--- src/rtl/instruction_queue_if.sv ---
// Fetch-side and dispatch-side signal bundle of the instruction queue.
// Ports: slave = the queue (drives PC and the head/status outputs),
//        master = the memory/dispatch side (drives fetch, pop and flush controls).
interface instruction_queue_if #(
   parameter int ADDR_W = 2,
   parameter int PC_W   = 7
);
   logic              Fetch_Enable;
   logic [15:0]       Instr_Mem_Data;
   logic [PC_W-1:0]   PC;
   logic              Pop;
   logic              Flush;
   logic [PC_W-1:0]   Flush_PC;
   logic [15:0]       Instrucao_Despachada;
   logic              Empty;
   logic              Full;
   logic [ADDR_W:0]   Count;
   logic              Halted;

   modport slave (
      input  Fetch_Enable, Instr_Mem_Data, Pop, Flush, Flush_PC,
      output PC, Instrucao_Despachada, Empty, Full, Count, Halted
   );

   modport master (
      output Fetch_Enable, Instr_Mem_Data, Pop, Flush, Flush_PC,
      input  PC, Instrucao_Despachada, Empty, Full, Count, Halted
   );
endinterface

--- src/rtl/instruction_queue.sv ---
// Purpose: fetch/buffer stage feeding dispatch; circular FIFO of 16-bit instructions.
// Latency: a word fetched at edge n is visible on Instrucao_Despachada right after edge n.
// Backpressure: Pop=0 holds the head; fetch stalls when full unless a pop frees a slot that cycle.
//
// Ports: Clock, Reset (async, active-high) plus iq (instruction_queue_if.slave):
//   Fetch_Enable, Instr_Mem_Data -> fetch request and memory word at PC
//   PC                           <- next fetch address
//   Pop, Flush, Flush_PC         -> dispatch pop, queue flush and fetch redirect
//   Instrucao_Despachada, Empty, Full, Count, Halted <- head word and status
// Optional: define IQ_HALT_EN to stop fetching on opcode [15:13]==3'b111.
module instruction_queue #(
   parameter int DEPTH  = 4,
   parameter int ADDR_W = 2,
   parameter int PC_W   = 7
) (
   input logic               Clock,
   input logic               Reset,
   instruction_queue_if.slave iq
);

   localparam logic [ADDR_W:0] DEPTH_CNT = (ADDR_W+1)'(DEPTH);

   logic [15:0]       mem [DEPTH];
   logic [ADDR_W-1:0] head;
   logic [ADDR_W-1:0] tail;
   logic [ADDR_W:0]   count;
   logic [PC_W-1:0]   pc;
   logic              halted;

   logic empty;
   logic full;
   logic is_halt;
   logic fetch_ok;
   logic pop_eff;
   logic push_eff;

   assign empty = (count == '0);
   assign full  = (count == DEPTH_CNT);

`ifdef IQ_HALT_EN
   assign is_halt = (iq.Instr_Mem_Data[15:13] == 3'b111);
`else
   assign is_halt = 1'b0;
`endif

   // Flush wins over everything: no push or pop happens in the flush cycle.
   // A full queue may still accept a word when the head leaves in the same cycle.
   assign pop_eff  = iq.Pop & ~empty & ~iq.Flush;
   assign fetch_ok = iq.Fetch_Enable & ~halted & (~full | pop_eff) & ~iq.Flush;
   assign push_eff = fetch_ok & ~is_halt;

   always_ff @(posedge Clock or posedge Reset) begin
      if (Reset) begin
         head  <= '0;
         tail  <= '0;
         count <= '0;
         pc    <= '0;
      end else if (iq.Flush) begin
         head  <= '0;
         tail  <= '0;
         count <= '0;
         pc    <= iq.Flush_PC;
      end else begin
         if (push_eff) begin
            tail <= tail + 1'b1;
            pc   <= pc + 1'b1;
         end
         if (pop_eff) begin
            head <= head + 1'b1;
         end
         case ({push_eff, pop_eff})
            2'b10:   count <= count + 1'b1;
            2'b01:   count <= count - 1'b1;
            default: count <= count;
         endcase
      end
   end

`ifdef IQ_HALT_EN
   // A HALT word is consumed by the fetch but never enqueued; fetch stays
   // stopped until Reset or Flush while queued entries keep draining.
   always_ff @(posedge Clock or posedge Reset) begin
      if (Reset) begin
         halted <= 1'b0;
      end else if (iq.Flush) begin
         halted <= 1'b0;
      end else if (fetch_ok && is_halt) begin
         halted <= 1'b1;
      end
   end
`else
   assign halted = 1'b0;
`endif

   // Storage has no reset; validity is tracked entirely by head/count.
   always_ff @(posedge Clock) begin
      if (push_eff) begin
         mem[tail] <= iq.Instr_Mem_Data;
      end
   end

   assign iq.PC                   = pc;
   assign iq.Empty                = empty;
   assign iq.Full                 = full;
   assign iq.Count                = count;
   assign iq.Halted               = halted;
   assign iq.Instrucao_Despachada = empty ? 16'h0000 : mem[head];

endmodule

--- src/flat_wrapper.sv ---
// flat-port wrapper written by rule: the top's interface ports become plain ports
module instruction_queue_flat 
#(
   parameter int DEPTH  = 4,
   parameter int ADDR_W = 2,
   parameter int PC_W   = 7
)
  (Clock, Reset, iq_Fetch_Enable, iq_Instr_Mem_Data, iq_Pop, iq_Flush, iq_Flush_PC, iq_PC, iq_Instrucao_Despachada, iq_Empty, iq_Full, iq_Count, iq_Halted);
  instruction_queue_if #(.ADDR_W(ADDR_W), .PC_W(PC_W)) iq_i ();
  input logic Clock;
  input logic Reset;
  input wire logic [$bits(iq_i.Fetch_Enable)-1:0] iq_Fetch_Enable;
  input wire logic [$bits(iq_i.Instr_Mem_Data)-1:0] iq_Instr_Mem_Data;
  input wire logic [$bits(iq_i.Pop)-1:0] iq_Pop;
  input wire logic [$bits(iq_i.Flush)-1:0] iq_Flush;
  input wire logic [$bits(iq_i.Flush_PC)-1:0] iq_Flush_PC;
  output wire logic [$bits(iq_i.PC)-1:0] iq_PC;
  output wire logic [$bits(iq_i.Instrucao_Despachada)-1:0] iq_Instrucao_Despachada;
  output wire logic [$bits(iq_i.Empty)-1:0] iq_Empty;
  output wire logic [$bits(iq_i.Full)-1:0] iq_Full;
  output wire logic [$bits(iq_i.Count)-1:0] iq_Count;
  output wire logic [$bits(iq_i.Halted)-1:0] iq_Halted;
  assign iq_i.Fetch_Enable = iq_Fetch_Enable;
  assign iq_i.Instr_Mem_Data = iq_Instr_Mem_Data;
  assign iq_i.Pop = iq_Pop;
  assign iq_i.Flush = iq_Flush;
  assign iq_i.Flush_PC = iq_Flush_PC;
  assign iq_PC = iq_i.PC;
  assign iq_Instrucao_Despachada = iq_i.Instrucao_Despachada;
  assign iq_Empty = iq_i.Empty;
  assign iq_Full = iq_i.Full;
  assign iq_Count = iq_i.Count;
  assign iq_Halted = iq_i.Halted;
  instruction_queue #(.DEPTH(DEPTH), .ADDR_W(ADDR_W), .PC_W(PC_W)) u_core (.Clock(Clock), .Reset(Reset), .iq(iq_i));
endmodule
--- config.mk ---
export PLATFORM = sky130hd
export DESIGN_NAME = instruction_queue_flat
export DESIGN_NICKNAME = d
export VERILOG_FILES = /design/src/rtl/instruction_queue_if.sv /design/src/rtl/instruction_queue.sv /design/src/flat_wrapper.sv
export SDC_FILE = /design/constraint.sdc
export NUM_CORES = 1
export LEC_CHECK = 0
export CAP_MARGIN = 5
export CORE_MARGIN = 5
export CORE_UTILIZATION = 59
export CTS_BUF_LIST = sky130_fd_sc_hd__clkbuf_4
export CTS_CLUSTER_DIAMETER = 40
export CTS_CLUSTER_SIZE = 28
export DETAILED_ROUTE_END_ITERATION = 8
export PLACE_DENSITY = 0.87
export SYNTH_ARGS = -nofsm -noshare
export SYNTH_HDL_FRONTEND = slang
export SYNTH_SLANG_ARGS = --single-unit
export TNS_END_PERCENT = 10
--- constraint.sdc ---
create_clock -name Clock -period 4.6 [get_ports Clock]
set_clock_uncertainty 0.05 [all_clocks]
set_input_delay 1.38 -clock Clock [delete_from_list [all_inputs] [get_ports Clock]]
set_output_delay 1.38 -clock Clock [all_outputs]
set_load 0.005 [all_outputs]
==> flow_metrics.py <==
metrics = {
    "outcome": {
        "status": "finished, final reports clean",
    },
    "clocking": {
        "cts_resized": 0,
        "cts_tree": "yes",
        "cts_buffers": 9,
        "htree_levels": 3,
        "cts_hold_buf": 0,
        "max-clock-path-buffers": 2,
        "clk_pin_slew_ps": 130,
        "root_buffer": "clkbuf_4",
        "clock_latency_ps": 420,
        "cts_setup_buffers": 0,
        "clock-sinks": 78,
    },
    "global_routing": {
        "first_global_vias": 2041,
        "antenna_found_initial": 0,
        "grt_max_degree": 21,
        "grt_pass1_wl_mm": 10.1,
        "grt_use_total_pct": 18.6,
        "overflow": 0,
    },
    "synth": {
        "yosysWarnings": 0,
        "synthDistinctLibCells": 43,
        "synth-edff-count": 64,
        "synth_area_per_cell_um2": 15.8,
        "ys_seq_elements": 78,
        "async_reset_ff_share_pct": 17.9,
        "syn_inst": 214,
        "synth_seq_area_share_pct": 67.1,
        "synthesis.nets": 248,
        "syn_area_um2": 3380,
        "synth_top_flop_cell": "edfxtp_1",
    },
    "route": {
        "wirelength_mm": 6.18,
        "drtIter0Drc": 123,
        "drc_errors": 0,
        "vias": 1954,
        "detail-route-antenna-nets": 0,
        "routedWlPerCell_um": 17.8,
        "avgViaCountPerCell": 5.65,
        "first_pass_iters": 5,
    },
    "layout": {
        "area_delta_synth_final_pct": 21.7,
        "layout.nets": 303,
        "antenna_cells": 0,
        "fill_cells": 357,
        "drive_gt1_share_pct": 14.6,
    },
    "place": {
        "io_buffers": 55,
        "hpwlAfterDp_mm": 4.15,
        "place.gp.congestion": 0.751,
    },
    "hold_path": {
        "hold_path.startpoint": "u_core.tail[1]$_DFFE_PP0P_",
        "hold_class": "reg -> reg",
    },
    "critical_path": {
        "reg2reg_from": "u_core.iq.Count[0]$_DFFE_PP0P_",
        "worst_setup_path_start_kind": "register",
        "worstSetupEndpointType": "output port",
        "cp-startpoint": "u_core.iq.Count[0]$_DFFE_PP0P_",
        "cp_data_arrival_time_ps": 2370,
        "path_class": "reg -> out",
        "cp.required_ps": 3170,
        "crit_fanout": 20,
    },
    "floorplan": {
        "fp.dieH_um": 85.7,
        "core-area_um2": 5540,
        "initial_core_util_pct": 61.1,
        "rows": 27,
        "die-area_um2": 7350,
        "dieWidth_um": 85.7,
        "ioPinCount": 57,
    },
    "timing": {
        "slew_violations": 0,
        "fin_crit_sh_pct": 82.6,
        "slew_headroom_pct": 45.5,
        "grt_setup_unrepaired": "false",
        "setup_viol": 0,
        "final.setup.tns_ps": 0,
        "finalHoldViolations": 0,
        "fmax_ghz": 0.263,
        "worst_slew_pin_slew_ps": 817,
        "fin_crit_ps": 3800,
    },
    "power": {
        "leakage_nw": 1.45,
        "ir_worst_vdd_uv": 257,
        "finalPower_w": 0.00149,
        "p_per_area_nw_per_um2": 361,
    },
    "job": {
        "drv_cap": 0,
    },
}
-- state kept, by name, indices dropped and copies added, names as in the netlist --
signal and cells:
u_core.head 2, u_core.tail 2, u_core.mem 64, u_core.iq.PC 7, u_core.iq.Count 3
-- final cells by class --
| type | instances | area, um^2 | share of cell area (%) |
|---|---|---|---|
| Sequential cell | 78 | 2270 | 55.2 |
| Multi-Input combinational cell | 116 | 1020 | 24.8 |
| Timing Repair Buffer | 57 | 566 | 13.7 |
| Tap cell | 72 | 90.1 | 2.19 |
| Clock inverter | 7 | 73.8 | 1.79 |
| Clock buffer | 9 | 67.6 | 1.64 |
| Inverter | 7 | 26.3 | 0.638 |
-- layout by cell type (no fill, tap or decap), types with 2 or more instances in the layout --
cell             synthesis  final
nor3_1                   3      3
nor2_1                  10     10
xnor2_1                  4      4
and2_1                  21     21
dfrtp_1                 14     14
ha_1                     5      5
mux2i_1                  3      3
o21ai_0                  5      5
a21oi_1                  9      9
edfxtp_1                64     64
nand4_1                  3      3
clkinv_2                 0      2
clkdlybuf4s50_1          0     55
mux4_2                  16     16
clkbuf_4                 0      9
inv_1                    6      6
nand2b_1                 2      2
buf_4                    1      2
nand2_1                 10     10
xor2_1                   4      4
clkinv_4                 0      2
-- routing by layer --
layer / up-vias / routed length [um] / global-route usage (%)
li1: 907 / - / -
met1: 965 / 2510 / 23.5
met2: 68 / 3100 / 29.6
met3: 14 / 382 / 4.13
met4: 0 / 185 / 10.8
met5: - / 0 / 0
-- worst paths after layout --
check | end | slack, ps | cells past startpoint
min in group asynchronous | u_core.iq.PC[5]$_DFFE_PP0P_ | 1240 | 2
max in group asynchronous | u_core.tail[1]$_DFFE_PP0P_ | 2900 | 2
min | u_core.tail[1]$_DFFE_PP0P_ | 570 | 2
max | iq_Instrucao_Despachada[4] | 800 | 3
min reg2reg | u_core.tail[1]$_DFFE_PP0P_ | 570 | 2
max reg2reg | u_core.iq.Count[2]$_DFFE_PP0P_ | 1770 | 8
-- metrics by stage --
stage	area [um^2]	hold WS (ps)	setup slack (ps)	utilization, %	cells
final	4120	566	802	74.3	346
after global routing	4120	602	704	74.3	346
after CTS	4120	577	758	74.3	346
after detailed placement	3980	549	1030	71.8	330
after global placement	3980	522	1110	71.8	330
after floorplan	3380	492	1430	-	214
-- where the power goes --
group | internal [W] | switching, W | total [W]
Clock | 0.000167 | 0.000236 | 0.000403
Sequential | 0.000797 | 0.0000262 | 0.000823
Combinational | 0.000152 | 0.000107 | 0.000259
-- worst max-delay path, cell delays in order (launching register included) --
cell and delay (ps):
dfrtp_1 520, or3_2 730, and2_1 220, clkdlybuf4s50_1 470
-- logic make-up after synthesis --
group,Yosys count,share of synthesized area [%]
AO/OA/AOI/OAI,22,4.10
XOR/XNOR,8,2.07
adder cells (fa/ha/maj),6,2.44
buffers and inverters,20,2.66
flip-flops,78,67.1
multiplexers,20,11.9
other,1,0.111
AND/OR/NAND/NOR,59,9.61
-- synthesized netlist by cell type, types with 2 or more instances --
master	number	share of area, %
a21oi_1	9	1.3
and2_1	21	3.9
buf_2	3	0.44
clkbuf_1	7	0.78
dfrtp_1	14	10
edfxtp_1	64	57
ha_1	5	1.8
inv_1	6	0.67
mux2i_1	3	0.89
mux4_2	16	11
nand2_1	10	1.1
nand2b_1	2	0.37
nand4_1	3	0.55
nor2_1	10	1.1
nor3_1	3	0.44
o21ai_0	5	0.74
xnor2_1	4	1.0
xor2_1	4	1.0
Note: power is estimated with default switching activity, not from simulation.
==> RTL change 1: new RTL, same flow settings <==
The option `IQ_HALT_EN` is turned on by a define.
--- a/src/rtl/instruction_queue.sv
+++ b/src/rtl/instruction_queue.sv
@@ -9,4 +9,6 @@
 //   Instrucao_Despachada, Empty, Full, Count, Halted <- head word and status
 // Optional: define IQ_HALT_EN to stop fetching on opcode [15:13]==3'b111.
+`define IQ_HALT_EN
+
 module instruction_queue #(
    parameter int DEPTH  = 4,
Behaviour: not the same (Yosys sat finds a counterexample within 4 cycles, from zero or initial values and one cycle with Reset high).
==> RTL change 1 against the original RTL <==
  * Synthesized area grew 1.8%
  * Setup slack gained 0.040 ns
  * Cell area grew 2.3%
  * Hold slack lost 0.063 ns
  * Count of clock-buffer cells in the layout grew 1
  * Wire length grew 4.5%
  * Critical path depth is the same
  * Sequential cell count grew 1
  * Power grew 11%
  * Fmax grew 1.1%
  * Critical path type unchanged
==> RTL change 1: results (changes against the original RTL) <==
outcome:
  status: "finished clean"  # unchanged
place:
  dp.final_hpwl_mm: 4.55  # was 4.15 mm
  dp_worst_slack_ns: 0.720  # was 1.03 ns
  port_buffers: 56  # was 55
  placedInstanceArea_mm2: 0.00410  # was 0.00398 mm^2
global_route:
  grt_usage_pct: 19.3  # was 18.6%
  grt_max_degree: 20  # was 21
  use_met1_pct: 25.8  # was 23.5%
  via_count_of_the_first_global_routing_pass: 2053  # was 2041
  global_route.usage.met2_pct: 31.4  # was 29.6%
  first_pass_grt_wire_length_mm: 10.8  # was 10.1 mm
floorplan:
  fp.coreArea_mm2: 0.00557  # was 0.00554 mm^2
logic_synthesis:
  syn-num-nets: 232  # was 248
  yosys.area_share.adder_pct: 2.40  # was 2.44%
  async_flop_share_pct: 19.0  # was 17.9%
  synth_cell_type_count: 42  # was 43
  synth-xor-area-share_pct: 1.27  # was 2.07%
  ys_top_cells_by_count: "64 x edfxtp_1, 16 x mux4_2, 16 x nor2b_1"  # was 64 x edfxtp_1, 21 x and2_1, 16 x mux4_2
  yosys_register_bits: 79  # was 78
  yosysSeqAreaShare_pct: 66.7  # was 67.1%
final_layout:
  seq-cell-share_pct: 54.5  # was 55.2%
  multi_input_cells: 102  # was 116
  design.final.nets: 298  # was 303
  layout.clock.cell_area_share_pct: 2.70  # was 3.43%
  diodes_inserted: 0  # unchanged
  layout-drive-gt1-share_pct: 18.6  # was 14.6%
  nFillCells: 343  # was 357
  multi_input_comb_area_mm2: 0.00106  # was 0.00102 mm^2
  nonclk_buf_share_pct: 14.9  # was 13.7%
  number_of_clock_buffers_in_the_layout: 10  # was 9
setup_path:
  cp.arrival_ns: 2.33  # was 2.37 ns
  worstSetupStartpoint: "u_core.head[1]"  # was u_core.iq.Count[0]
  critical-path-max-stage-delay_ns: 0.88  # was 0.73 ns
  timing.critical_path.slowest_stage_cell: "dfrtp_1"  # was or3_2
  path_max_fanout: 17  # was 20
route:
  routed_wl_mm: 6.46  # was 6.18 mm
  route.met3.wl_um: 395  # was 382 um
  vias_per_cell: 5.79  # was 5.65
  detail_route.first_pass.iterations: 4  # was 5
  detailedRoute.firstIterationViolations: 178  # was 123
  vias: 1974  # was 1954
  dr_wl_met2_mm: 3.39  # was 3.10 mm
timing:
  tightest_slew_margin_relative_to_the_limit_pct: 47.2  # was 45.5%
worst_hold_path:
  hold_crit_start: "u_core.iq.Halted"  # was u_core.tail[1]
  holdCritPathClass: "register to register"  # unchanged
pwr:
  peakVddDrop_mv: 0.256  # was 0.257 mV
  leakagePower_nw: 1.42  # was 1.45 nW
cts:
  clk_pin_slew_ns: 0.11  # was 0.13 ns
## RTL change 1: cell types whose count changed after synthesis, moves of 6 or more
cell	delta
a21oi_1	-8
nand2_1	-6
and2_1	-17
nor2b_1	+15
## RTL change 1: path summary, 6_finish.rpt
path                                                to  slack [ns]  cells after the start
setup / recovery           iq_Instrucao_Despachada[15]        0.84                      3
hold reg to reg                       u_core.iq.Halted        0.50                      1
min in group asynchronous               u_core.tail[0]        1.29                      2
hold / removal                        u_core.iq.Halted        0.50                      1
setup reg to reg                    u_core.iq.Count[2]        2.14                      6
max in group asynchronous              u_core.iq.PC[2]        2.79                      2
## RTL change 1: report_power, final
part	leakage, nW	total [mW]	internal [mW]	switching, mW
sequential	0.773	0.853	0.813	0.0405
clock	0.0537	0.341	0.114	0.227
combinational	0.599	0.455	0.270	0.185
## RTL change 1: critical path, delay by kind of cell, from the launching register on
kind	cells	cell delay [ns]
muxes	1	0.45
and+or+nand+nor	1	0.15
buffers and inverters	1	0.45
DFF	1	0.88
==> RTL change 2: new RTL, same flow settings <==
Made on the original files. `PC_W` is set to 7 in 3 places; all go to 9.
--- a/src/rtl/instruction_queue_if.sv
+++ b/src/rtl/instruction_queue_if.sv
@@ -4,5 +4,5 @@
 interface instruction_queue_if #(
    parameter int ADDR_W = 2,
-   parameter int PC_W   = 7
+   parameter int PC_W   = 9
 );
    logic              Fetch_Enable;
--- a/src/rtl/instruction_queue.sv
+++ b/src/rtl/instruction_queue.sv
@@ -12,5 +12,5 @@
    parameter int DEPTH  = 4,
    parameter int ADDR_W = 2,
-   parameter int PC_W   = 7
+   parameter int PC_W   = 9
 ) (
    input logic               Clock,
--- a/src/flat_wrapper.sv
+++ b/src/flat_wrapper.sv
@@ -4,5 +4,5 @@
    parameter int DEPTH  = 4,
    parameter int ADDR_W = 2,
-   parameter int PC_W   = 7
+   parameter int PC_W   = 9
 )
   (Clock, Reset, iq_Fetch_Enable, iq_Instr_Mem_Data, iq_Pop, iq_Flush, iq_Flush_PC, iq_PC, iq_Instrucao_Despachada, iq_Empty, iq_Full, iq_Count, iq_Halted);
Ports: changed (resized iq_Flush_PC and iq_PC); port bits go from 57 to 61. The function was not compared with the original's and may differ.
==> RTL change 2 against the original RTL <==
  * Global-route usage down 0.20 points
  * Power is 3.8% lower
  * Wire length down 0.83%
  * Synthesized area is 2.1% higher
  * Setup slack worse by 0.21 ns
  * Final cell count is 2.9% higher
  * Via count rose by 0.97%
  * Clock power shrank 18%
  * Sequential cell count increased by 2
  * Register-to-register slack better by 0.41 ns
  * Cell area grew 2.2%
  * Sequential power grew 2.9%
  * Largest cell class unchanged
==> RTL change 2: results (changes against the original RTL) <==
setup_path:
  critical-path-max-stage-delay_ns: 0.70  # was 0.73 ns
  timing.critical_path.slowest_stage_cell: "dfrtp_1"  # was or3_2
  path_max_fanout: 10  # was 20
  r2r_cells: 9  # was 8
  cp.arrival_ns: 2.57  # was 2.37 ns
  worstReg2RegEnd: "u_core.iq.Count[1]"  # was u_core.iq.Count[2]
  timing.critical_path.max_delay_family: "buffers and inverters"  # was simple AND/OR/NAND/NOR gates
logic_synthesis:
  yosysSeqAreaShare_pct: 67.2  # was 67.1%
  synth.yosys.warnings: 0  # unchanged
  syn-num-nets: 254  # was 248
  synth_cell_type_count: 36  # was 43
  async_flop_share_pct: 20.0  # was 17.9%
  synthTopCellsByArea: "edfxtp_1 56%, dfrtp_1 12%, mux4_2 10%"  # was edfxtp_1 57%, mux4_2 11%, dfrtp_1 10%
  synth_edf_count: 64  # unchanged
  ys_top_cells_by_count: "64 x edfxtp_1, 17 x nor2b_1, 16 x dfrtp_1, 16 x mux4_2"  # was 64 x edfxtp_1, 21 x and2_1, 16 x mux4_2
  synth.top_cell.area_share_pct: 55.6  # was 56.8%
final_layout:
  layout-drive-gt1-share_pct: 13.0  # was 14.6%
  nFillCells: 368  # was 357
  design.final.nets: 316  # was 303
  largest_reg_flops: 64  # unchanged
outcome:
  status: "finished clean"  # unchanged
timing:
  final.setup.tns_ns: 0  # unchanged
  slew_at_the_pin_closest_to_its_max_slew_limit_ns: 0.807  # was 0.817 ns
route:
  detail_route.first_pass.iterations: 4  # was 5
  dr_wl_met2_mm: 2.99  # was 3.10 mm
  routed_len_inst_um: 17.2  # was 17.8 um
  detailedRoute.firstIterationViolations: 129  # was 123
  route.met3.wl_um: 376  # was 382 um
  route.layer.met1.wl_mm: 2.60  # was 2.51 mm
  vias_per_cell: 5.54  # was 5.65
pwr:
  p_int_mw: 1.07  # was 1.12 mW
  power.density_mw_per_mm2: 339  # was 361 mW/mm^2
  peakVddDrop_mv: 0.230  # was 0.257 mV
  leakagePower_nw: 1.43  # was 1.45 nW
global_route:
  first_pass_grt_wire_length_mm: 10.3  # was 10.1 mm
  grt_usage_pct: 18.4  # was 18.6%
  grt_max_degree: 20  # was 21
  via_count_of_the_first_global_routing_pass: 2007  # was 2041
worst_hold_path:
  hold-path-endpoint: "u_core.iq.PC[3]"  # was u_core.tail[1]
  hold_crit_start: "u_core.iq.PC[3]"  # was u_core.tail[1]
  holdCritPathClass: "register to register"  # unchanged
cts:
  post_cts_buffers: 0  # unchanged
  clock_latency_ns: 0.41
place:
  port_buffers: 59  # was 55
  gp_routability_congestion: 0.791  # was 0.751
  dp.final_hpwl_mm: 4.24  # was 4.15 mm
  placedInstanceArea_mm2: 0.00410  # was 0.00398 mm^2
  dp_worst_slack_ns: 0.722  # was 1.03 ns
## RTL change 2: worst max-delay path by stage
stage	from	endpoint	slack [ns]	cells after the start
CTS	u_core.head[0]	iq_Instrucao_Despachada[15]	0.54	4
detailed placement	iq_Pop	u_core.mem[1][12]	0.72	5
floorplan	iq_Flush	u_core.iq.Count[2]	1.49	8
finish	u_core.head[0]	iq_Instrucao_Despachada[15]	0.60	4
global placement	iq_Pop	u_core.mem[0][12]	0.83	5
global route	u_core.head[0]	iq_Instrucao_Despachada[15]	0.38	4
## RTL change 2: stage by stage
stage          hold WS, ns  cells  power, mW
2_1_floorplan        0.492    218      0.986
3_3_place_gp         0.530    341       1.11
3_5_place_dp         0.572    341       1.12
4_1_cts              0.601    356       1.44
5_1_grt              0.653    356       1.50
6_report             0.602    356       1.43
## RTL change 2: logic make-up (layout without fill, tap and decap cells)
group	after synthesis	in the layout	share of synthesized area [%]
adders and majority gates	6	6	2.39
muxes	20	20	11.6
buffers and inverters	15	81	2.10
xor gates and xnor gates	12	12	3.04
other	1	1	0.109
AOI/OAI and AO/OA	16	16	2.72
and+or+nand+nor	68	68	10.8
DFF	80	80	67.2
## RTL change 2: per-layer routing
layer / vias to the layer above / global-route usage, %
met1: 960 / 26.0
met2: 65 / 27.3
met4: 0 / 9.35
met3: 15 / 3.61
li1: 933 / -
met5: - / 0
## RTL change 2: cell type report
cell class / count / share of cell area (%)
flip-flops and latches: 80 / 55.2
well taps: 72 / 2.14
multi-input cells: 123 / 25.2
clock buffers: 9 / 1.61
inverters: 3 / 0.268
clock inverters: 6 / 0.892
repair buffers: 63 / 14.7
## RTL change 2: power by group through the flow
stage          Combinational, mW  Sequential (mW)  Clock [mW]
3_3_place_gp               0.247            0.861           0
2_1_floorplan              0.135            0.851           0
6_report                   0.251            0.847       0.330
3_5_place_dp               0.254            0.863           0
5_1_grt                    0.277            0.853       0.374
4_1_cts                    0.255            0.847       0.338
## RTL change 2: worst register-to-register path: cells and delay by family, from the launching register on
| family | cells | cell delay (ns) |
|---|---|---|
| AO/OA/AOI/OAI | 3 | 0.35 |
| buffers and inverters | 1 | 0.25 |
| AND/OR/NAND/NOR | 4 | 0.64 |
| flip-flops | 1 | 0.53 |
| adder cells (fa/ha/maj) | 1 | 0.52 |
